### src/rtl/serial_subtractor32.sv
// -----------------------------------------------------------------------------
// serial_subtractor32
//
// Multi-cycle bit-serial two's-complement subtractor. Computes
//   diff = a - b - bin (mod 2^WIDTH) and the unsigned borrow-out bout
// over N = WIDTH/BITS_PER_CYCLE RUN cycles. Each cycle retires one
// LSB-first slice of BITS_PER_CYCLE bits through a chained full-subtractor.
//
// Parameters:
//   WIDTH          operand/result width (default 32)
//   BITS_PER_CYCLE bits retired per RUN cycle; must divide WIDTH (1,2,4,8)
//
// Ports:
//   clk    in   rising-edge clock
//   rst    in   synchronous active-high reset
//   start  in   request, sampled only in IDLE
//   a, b   in   minuend / subtrahend, sampled with an accepted start
//   bin    in   borrow-in, sampled with an accepted start
//   busy   out  high while in RUN or DONE
//   done   out  one-cycle pulse; diff/bout valid from this cycle on
//   diff   out  a - b - bin
//   bout   out  1 when a < b + bin (unsigned)
//   ovf    out  signed overflow flag (only when SERIAL_SUB_OVF_EN is defined)
//
// Optional feature macro: SERIAL_SUB_OVF_EN adds the registered ovf output.
// -----------------------------------------------------------------------------
module serial_subtractor32 #(
  parameter int WIDTH          = 32,
  parameter int BITS_PER_CYCLE = 1
) (
  input  logic             clk,
  input  logic             rst,
  input  logic             start,
  input  logic [WIDTH-1:0] a,
  input  logic [WIDTH-1:0] b,
  input  logic             bin,
  output logic             busy,
  output logic             done,
  output logic [WIDTH-1:0] diff,
  output logic             bout
`ifdef SERIAL_SUB_OVF_EN
  ,
  output logic             ovf
`endif
);

  localparam int N     = WIDTH / BITS_PER_CYCLE;
  localparam int CNT_W = $clog2(N) + 1;

  localparam logic [CNT_W-1:0] CNT_ZERO = '0;
  localparam logic [CNT_W-1:0] CNT_ONE  = CNT_W'(1);
  localparam logic [CNT_W-1:0] CNT_LAST = CNT_W'(N - 1);

  localparam logic [1:0] IDLE = 2'd0;
  localparam logic [1:0] RUN  = 2'd1;
  localparam logic [1:0] DONE = 2'd2;

  logic [1:0]       state_q,  state_d;
  logic [WIDTH-1:0] a_sh_q,   a_sh_d;
  logic [WIDTH-1:0] b_sh_q,   b_sh_d;
  logic [WIDTH-1:0] res_q,    res_d;
  logic             br_q,     br_d;
  logic [CNT_W-1:0] cnt_q,    cnt_d;
  logic [WIDTH-1:0] diff_q,   diff_d;
  logic             bout_q,   bout_d;
  logic             done_q,   done_d;
  logic             busy_q,   busy_d;
`ifdef SERIAL_SUB_OVF_EN
  logic             a_msb_q,  a_msb_d;
  logic             b_msb_q,  b_msb_d;
  logic             ovf_q,    ovf_d;
`endif

  logic [BITS_PER_CYCLE-1:0] slice_diff;
  logic                      slice_bout;
  logic                      br_chain;
  logic [WIDTH-1:0]          res_shift;

  // Chained full-subtractor over the current low slice of the operand shifters.
  always_comb begin
    br_chain   = br_q;
    slice_diff = '0;
    for (int i = 0; i < BITS_PER_CYCLE; i++) begin
      slice_diff[i] = a_sh_q[i] ^ b_sh_q[i] ^ br_chain;
      br_chain      = (~a_sh_q[i] & b_sh_q[i]) | (~(a_sh_q[i] ^ b_sh_q[i]) & br_chain);
    end
    slice_bout = br_chain;
  end

  // New slices enter at the MSB end so after N slices bit 0 sits at bit 0.
  assign res_shift = {slice_diff, res_q[WIDTH-1:BITS_PER_CYCLE]};

  // Next-state and datapath update for the IDLE/RUN/DONE sequencer.
  always_comb begin
    state_d = state_q;
    a_sh_d  = a_sh_q;
    b_sh_d  = b_sh_q;
    res_d   = res_q;
    br_d    = br_q;
    cnt_d   = cnt_q;
    diff_d  = diff_q;
    bout_d  = bout_q;
    done_d  = 1'b0;
`ifdef SERIAL_SUB_OVF_EN
    a_msb_d = a_msb_q;
    b_msb_d = b_msb_q;
    ovf_d   = ovf_q;
`endif
    case (state_q)
      IDLE: begin
        if (start) begin
          a_sh_d  = a;
          b_sh_d  = b;
          br_d    = bin;
          cnt_d   = CNT_ZERO;
          state_d = RUN;
`ifdef SERIAL_SUB_OVF_EN
          a_msb_d = a[WIDTH-1];
          b_msb_d = b[WIDTH-1];
`endif
        end else begin
          state_d = IDLE;
        end
      end
      RUN: begin
        a_sh_d = a_sh_q >> BITS_PER_CYCLE;
        b_sh_d = b_sh_q >> BITS_PER_CYCLE;
        res_d  = res_shift;
        br_d   = slice_bout;
        if (cnt_q == CNT_LAST) begin
          // Final slice: publish the result and wrap the counter.
          cnt_d   = CNT_ZERO;
          diff_d  = res_shift;
          bout_d  = slice_bout;
          done_d  = 1'b1;
          state_d = DONE;
`ifdef SERIAL_SUB_OVF_EN
          ovf_d   = (a_msb_q ^ b_msb_q) & (res_shift[WIDTH-1] ^ a_msb_q);
`endif
        end else begin
          cnt_d   = cnt_q + CNT_ONE;
          state_d = RUN;
        end
      end
      DONE: begin
        state_d = IDLE;
      end
      default: begin
        state_d = IDLE;
      end
    endcase
    // busy is registered, so it is derived from the state being entered.
    busy_d = (state_d != IDLE);
  end

  // State and datapath registers with synchronous reset.
  always_ff @(posedge clk) begin
    if (rst) begin
      state_q <= IDLE;
      a_sh_q  <= '0;
      b_sh_q  <= '0;
      res_q   <= '0;
      br_q    <= 1'b0;
      cnt_q   <= '0;
      diff_q  <= '0;
      bout_q  <= 1'b0;
      done_q  <= 1'b0;
      busy_q  <= 1'b0;
`ifdef SERIAL_SUB_OVF_EN
      a_msb_q <= 1'b0;
      b_msb_q <= 1'b0;
      ovf_q   <= 1'b0;
`endif
    end else begin
      state_q <= state_d;
      a_sh_q  <= a_sh_d;
      b_sh_q  <= b_sh_d;
      res_q   <= res_d;
      br_q    <= br_d;
      cnt_q   <= cnt_d;
      diff_q  <= diff_d;
      bout_q  <= bout_d;
      done_q  <= done_d;
      busy_q  <= busy_d;
`ifdef SERIAL_SUB_OVF_EN
      a_msb_q <= a_msb_d;
      b_msb_q <= b_msb_d;
      ovf_q   <= ovf_d;
`endif
    end
  end

  assign busy = busy_q;
  assign done = done_q;
  assign diff = diff_q;
  assign bout = bout_q;
`ifdef SERIAL_SUB_OVF_EN
  assign ovf  = ovf_q;
`endif

endmodule
### config.mk
export PLATFORM = sky130hd
export DESIGN_NAME = serial_subtractor32
export DESIGN_NICKNAME = d
export VERILOG_FILES = /design/src/rtl/serial_subtractor32.sv
export SDC_FILE = /design/constraint.sdc
export NUM_CORES = 1
export LEC_CHECK = 0
export ABC_AREA = 1
export CELL_PAD_IN_SITES_DETAIL_PLACEMENT = 1
export CELL_PAD_IN_SITES_GLOBAL_PLACEMENT = 2
export CORE_MARGIN = 4
export CORE_UTILIZATION = 29
export DETAILED_ROUTE_END_ITERATION = 8
export GPL_TIMING_DRIVEN = 0
export PLACE_DENSITY = 0.8
export SLEW_MARGIN = 15
export SYNTH_ARGS = -nofsm -noshare
export SYNTH_HDL_FRONTEND = slang
export SYNTH_SLANG_ARGS = --single-unit
export TNS_END_PERCENT = 20
### constraint.sdc
create_clock -name clk -period 1.94 [get_ports clk]
set_clock_uncertainty 0.15 [all_clocks]
set_input_delay 0.485 -clock clk [delete_from_list [all_inputs] [get_ports clk]]
set_output_delay 0.485 -clock clk [all_outputs]
set_load 0.02 [all_outputs]
Word-level counts from Yosys, hierarchy flattened --
Cells that the tools add are included.
Storage, ports and cells: logic and storage cells 41, flip-flop bits (word level) 140, input bits 68, output and inout bits 35
Operators by class: equal/unequal tests 3, add/subtract/negate cells 1, reductions and logical operators 6, muxes and demuxes 13, bitwise logic cells 8
Operators with widths (number):
- 32-bit case mux with 2 select lines | 2
- 32-bit two-way mux | 2
- 6-bit two-way mux | 2
- 6-bit case mux with 2 select lines | 1
- 6-bit by 1-bit adder with 6-bit output, second input constant | 1
- 6-bit by 5-bit == test with 1-bit output, second input constant | 1
- 2-bit case mux with 2 select lines | 1
- 2-bit AND reduction | 2
- 2-bit nonzero test | 2
- 1-bit two-way mux | 3
- 1-bit NOT | 3
- 1-bit bitwise AND | 2
- 2-bit by 1-bit == test with 1-bit output, second input constant | 1
- 2-bit logical NOT | 1
- 2-bit two-way mux | 1
- 2-bit inequality test, second input constant | 1
- 1-bit case mux with 2 select lines | 1
- 2-bit OR reduction | 1
- 1-bit bitwise XOR | 2
- 1-bit bitwise OR | 1

Depth between registers and ports, before layout --
word-level depth 5, mapped depth 8, gate-level depth less buffers 7

Worst setup path before layout --
OpenSTA, ideal clock, no wires.
path type input port to flip-flop, start point input start, end point register a_sh_q[11], library setup time 0.119 ns, arrival time 1.161 ns, required time 1.671 ns, buffers on the path 2, path slack 0.509 ns, stages 6, path through nand2_2 -> nand2_1 -> buf_2 -> buf_2 -> o21ai_0 -> a21oi_1
On the way: cells in the longest elaborated chain, start to end 2
RTL lines:
- start: declaration | line 33 | input logic start,
- 2-bit inequality test (no source line)
- 2-bit AND reduction (no source line)
- end signal: assignment | line 176 | a_sh_q <= a_sh_d;
- end: declaration | line 59 | logic [WIDTH-1:0] a_sh_q, a_sh_d;
No other way between the ends. A chain may end at the register's enable or synchronous reset.

Final worst setup path --
start point input start, end point register a_sh_q[24]
The elaborated chain is that of the path after synthesis.

==> summary.md <==
| Metric | Value |
|---|---|
| Status | complete, no violations |
| Share of cells above drive strength 1 | between 7 and 8% |
| Worst Hold Launch | a_sh_q[16]$_SDFFE_PP0P_ |
| Flop-to-flop setup slack | around 0.25 ns |
| CTS tree | yes |
| Hold depth | 2 |
| Most frequent cells in the layout | o21ai_0, nand2_1, dfxtp_1 |
| Starting density of the core | ~30% |
| Worst path bufs/invs | 3 |
| Max-slew violation count | 0 |
| Crit path kind | primary input to flop |
| Worst hold slack | between 0.3 and 0.4 ns |
| Setup repair bufs after CTS | 0 |
| CP max-delay cell | clkdlybuf4s50_1 |
| Root Buffer | clkbuf_16 |
| Post-route insts no fill | ~1100 |
| Register area share after synthesis | a little over half |
| FP Rows | 49 |
| Final min period | 1.82 ns |
| DR vias/cell | roughly 4.8 |
| Peak VDD IR | ~0.58 mV |
| Syn Inst Count | ~700 |
| Hold Buf Count CTS | 0 |
| Total CTS buffers | 17 |
| Crit-path max FO | 10 |
| Hold EP | a_sh_q[15]$_SDFFE_PP0P_ |
| R2R depth | 7 |
| Clock Pin Slew Worst Setup and Hold Paths | 0.05 ns |
| Initial DRT Pass Iterations | 4 |
| RR Startpoint | cnt_q[0]$_SDFFE_PP0P_ |
| Commonest non-fill, non-tap cell in the layout | o21ai_0 |
| Crit end category | flop |
| Period Utilization, post-route | a little over nine tenths |
| Total Wirelength | ~16000 um |
| Setup violators final | 0 |
| Via Count | 5115 |
| Clock share of power | 43.3% |
| Worst Path Required | between 2 and 2.5 ns |
| Total I/O pin count | between 100 and 150 |
| Synth Register Bits | 139 |
| Delay-heaviest family, CP | buffers and inverters |
| Slew @ Worst Pin | between 0.5 and 0.6 ns |
| Avg Cell Area, Syn | ~7.7 um^2 |
| RSZ-0062 raised after global routing | no |
| P&R area growth vs syn | 34.1% |
| Synth area leaders | dfxtp_1, o21ai_0, nand2_1 |
| Pint | 5.09 mW |
| Crit-path max cell delay | between 0.5 and 0.6 ns |
| Final nets | between 800 and 900 |
| Slew headroom | 66.5% |
| LEAKAGE | 2.93 nW |
| Ant diodes | 0 |
| PD cells | about 950 nW/um^2 |
| Residual DRC | 0 |
| Net load switching power | roughly 1.7 mW |
| Startpoint type of the worst setup path | primary input |
| Clk buf depth | 2 |
| Post-route ant nets | 0 |
| Largest net degree at the start of global routing | 17 |
| Total GRT Usage | roughly 16% |
| Initial antenna violation count | 0 |
| Overall die area | 20600 um^2 |
| Max Clk Rate | between 0.5 and 0.6 GHz |
| Most used cell, CP | clkbuf_4 |
| Gate power share | a little over a tenth |
| Placed Cells | 1026 |
| Worst R2R End | diff[27]$_SDFFE_PP0P_ |
| Vias in the first global route | about 5300 |
| Die Width | 144 um |
| Worst slack at placement | -0.510 ns |
| Switching share of power | between 20% and 30% |
| CP cell instances | clkdlybuf4s50_1, nand2_4, nand2_1, clkbuf_4, clkbuf_4, o21ai_0, a21oi_1 |
| Synth warn | 0 |
| Power Total | ~6.8 mW |
| Initial DRC Count | roughly 260 |
| Detailed Place HPWL | between 10000 and 15000 um |
| TritonCTS Sinks | between 100 and 150 |
| Filler Cell Count | approximately 2200 |
| Fin. Hold Viols | 0 |
| Sequential power share | a little under half |
| Worst-skew pair later-pin latency | roughly 0.42 ns |
| Mapped Nets | about 770 |
| First-pass GRT wire length | around 26000 um |
| Max cap viols | 0 |
| Vert. Die Dim | about 140 um |
| Synth cell types | 24 |
| PortBufs | ~100 |
| Final setup margin | 0.123 ns |
| Total gr overflow | 0 |
| Hold WC Path Type | flop to flop |
| RePlAce Congestion | between 0.7 and 0.8 |
| Post-synth top area share | a little over half |
| Critical Path Source | start |
| Cell accounting for the most synthesized area | dfxtp_1 |
| Core Region | ~18000 um^2 |
| Syn Std Cell Area | roughly 5300 um^2 |
| CTS H-tree depth | 4 |
| WP data arrival | 2.01 ns |
| Average wire per standard cell | between 10 and 15 um |
-- cell families after synthesis --
| family | after synthesis | share of synthesized area, % |
|---|---|---|
| fa+ha+maj | 2 | 0.610 |
| buf+inv | 65 | 5.42 |
| simple gates | 252 | 19.4 |
| flops | 139 | 52.2 |
| compound gates | 237 | 22.4 |
-- worst reg2reg max path, stage by stage, from the launching register on --
cell,delay [ns]
dfxtp_1,0.38
ha_1,0.24
nand3_2,0.14
nor2_4,0.16
nand2_4,0.13
buf_2,0.23
nand3_1,0.10
nand2_1,0.06
-- worst max-delay path by stage --
stage,cells after the start,slack [ns],endpoint
5_1_grt,6,0.005,b_sh_q[27]$_SDFFE_PP0P_
6_report,7,0.12,a_sh_q[24]$_SDFFE_PP0P_
4_1_cts,7,0.02,a_sh_q[24]$_SDFFE_PP0P_
2_1_floorplan,6,0.51,a_sh_q[11]$_SDFFE_PP0P_
3_5_place_dp,7,-0.51,a_sh_q[24]$_SDFFE_PP0P_
3_3_place_gp,7,-0.43,a_sh_q[17]$_SDFFE_PP0P_
-- sequential cells by signal (all words and copies together) (netlist names) --
| signal | count |
|---|---|
| diff | 32 |
| busy | 1 |
| state_q | 2 |
| bout | 1 |
| b_sh_q | 32 |
| a_sh_q | 32 |
| cnt_q | 6 |
| br_q | 1 |
| done | 1 |
| res_q | 31 |
-- what timing repair did --
action,4_1_cts,5_1_grt
endpoints found under the setup margin,75,78
gates cloned,0,0
gates resized for setup,39,17
-- synth_stat cells --
| cell | instances |
|---|---|
| nand2_2 | 2 |
| o21a_1 | 1 |
| and2_1 | 1 |
| inv_2 | 2 |
| a31oi_1 | 1 |
| ha_1 | 1 |
| nand2_1 | 144 |
| buf_2 | 12 |
| nor2_1 | 65 |
| nor2_4 | 1 |
| nor2_8 | 1 |
| buf_1 | 3 |
| nand2_4 | 1 |
| a21oi_1 | 73 |
| dfxtp_1 | 139 |
| buf_6 | 3 |
| clkbuf_1 | 34 |
| buf_4 | 2 |
| o21ai_0 | 161 |
| nand3_2 | 1 |
| fa_1 | 1 |
| nand3_1 | 36 |
| inv_1 | 9 |
| o21bai_1 | 1 |
-- power by group through the flow --
stage	combinational (mW)	clock [mW]	sequential, mW
global route	0.800	3.14	3.17
finish	0.703	2.94	3.14
floorplan	0.407	0	3.17
CTS	0.713	3.01	3.14
global placement	0.676	0	3.19
detailed placement	0.707	0	3.20
-- area by class of cell --
cell class                      count  area, um^2  area share [%]
Clock buffer                       24         492            6.88
Buffer                             54         267            3.73
Multi-Input combinational cell    491        2270            31.7
Inverter                           11        41.3           0.577
Timing Repair Buffer              102         977            13.7
Tap cell                          229         287            4.01
Clock inverter                      6        40.0           0.560
Sequential cell                   139        2780            38.9
-- per-layer routing --
metal  up-vias  wire length (um)  part of all wire (%)  track usage [%]
met4         0               116                  0.75             3.87
met5         -                 0                     0                0
met3        10               674                   4.3             4.29
met1      2436              7040                    45             19.0
met2       102              7710                    50             27.2
li1       2567                 -                     -                -
-- stage by stage --
step	utilization (%)	TNS, ns	area, um^2
floorplan	-	0	5330
global placement	36.8	-42.73	6640
detailed placement	36.8	-48.13	6640
CTS	39.6	0	7140
global route	39.7	0	7150
finish	39.7	0	7150
Power figures use the tool's default switching activity.
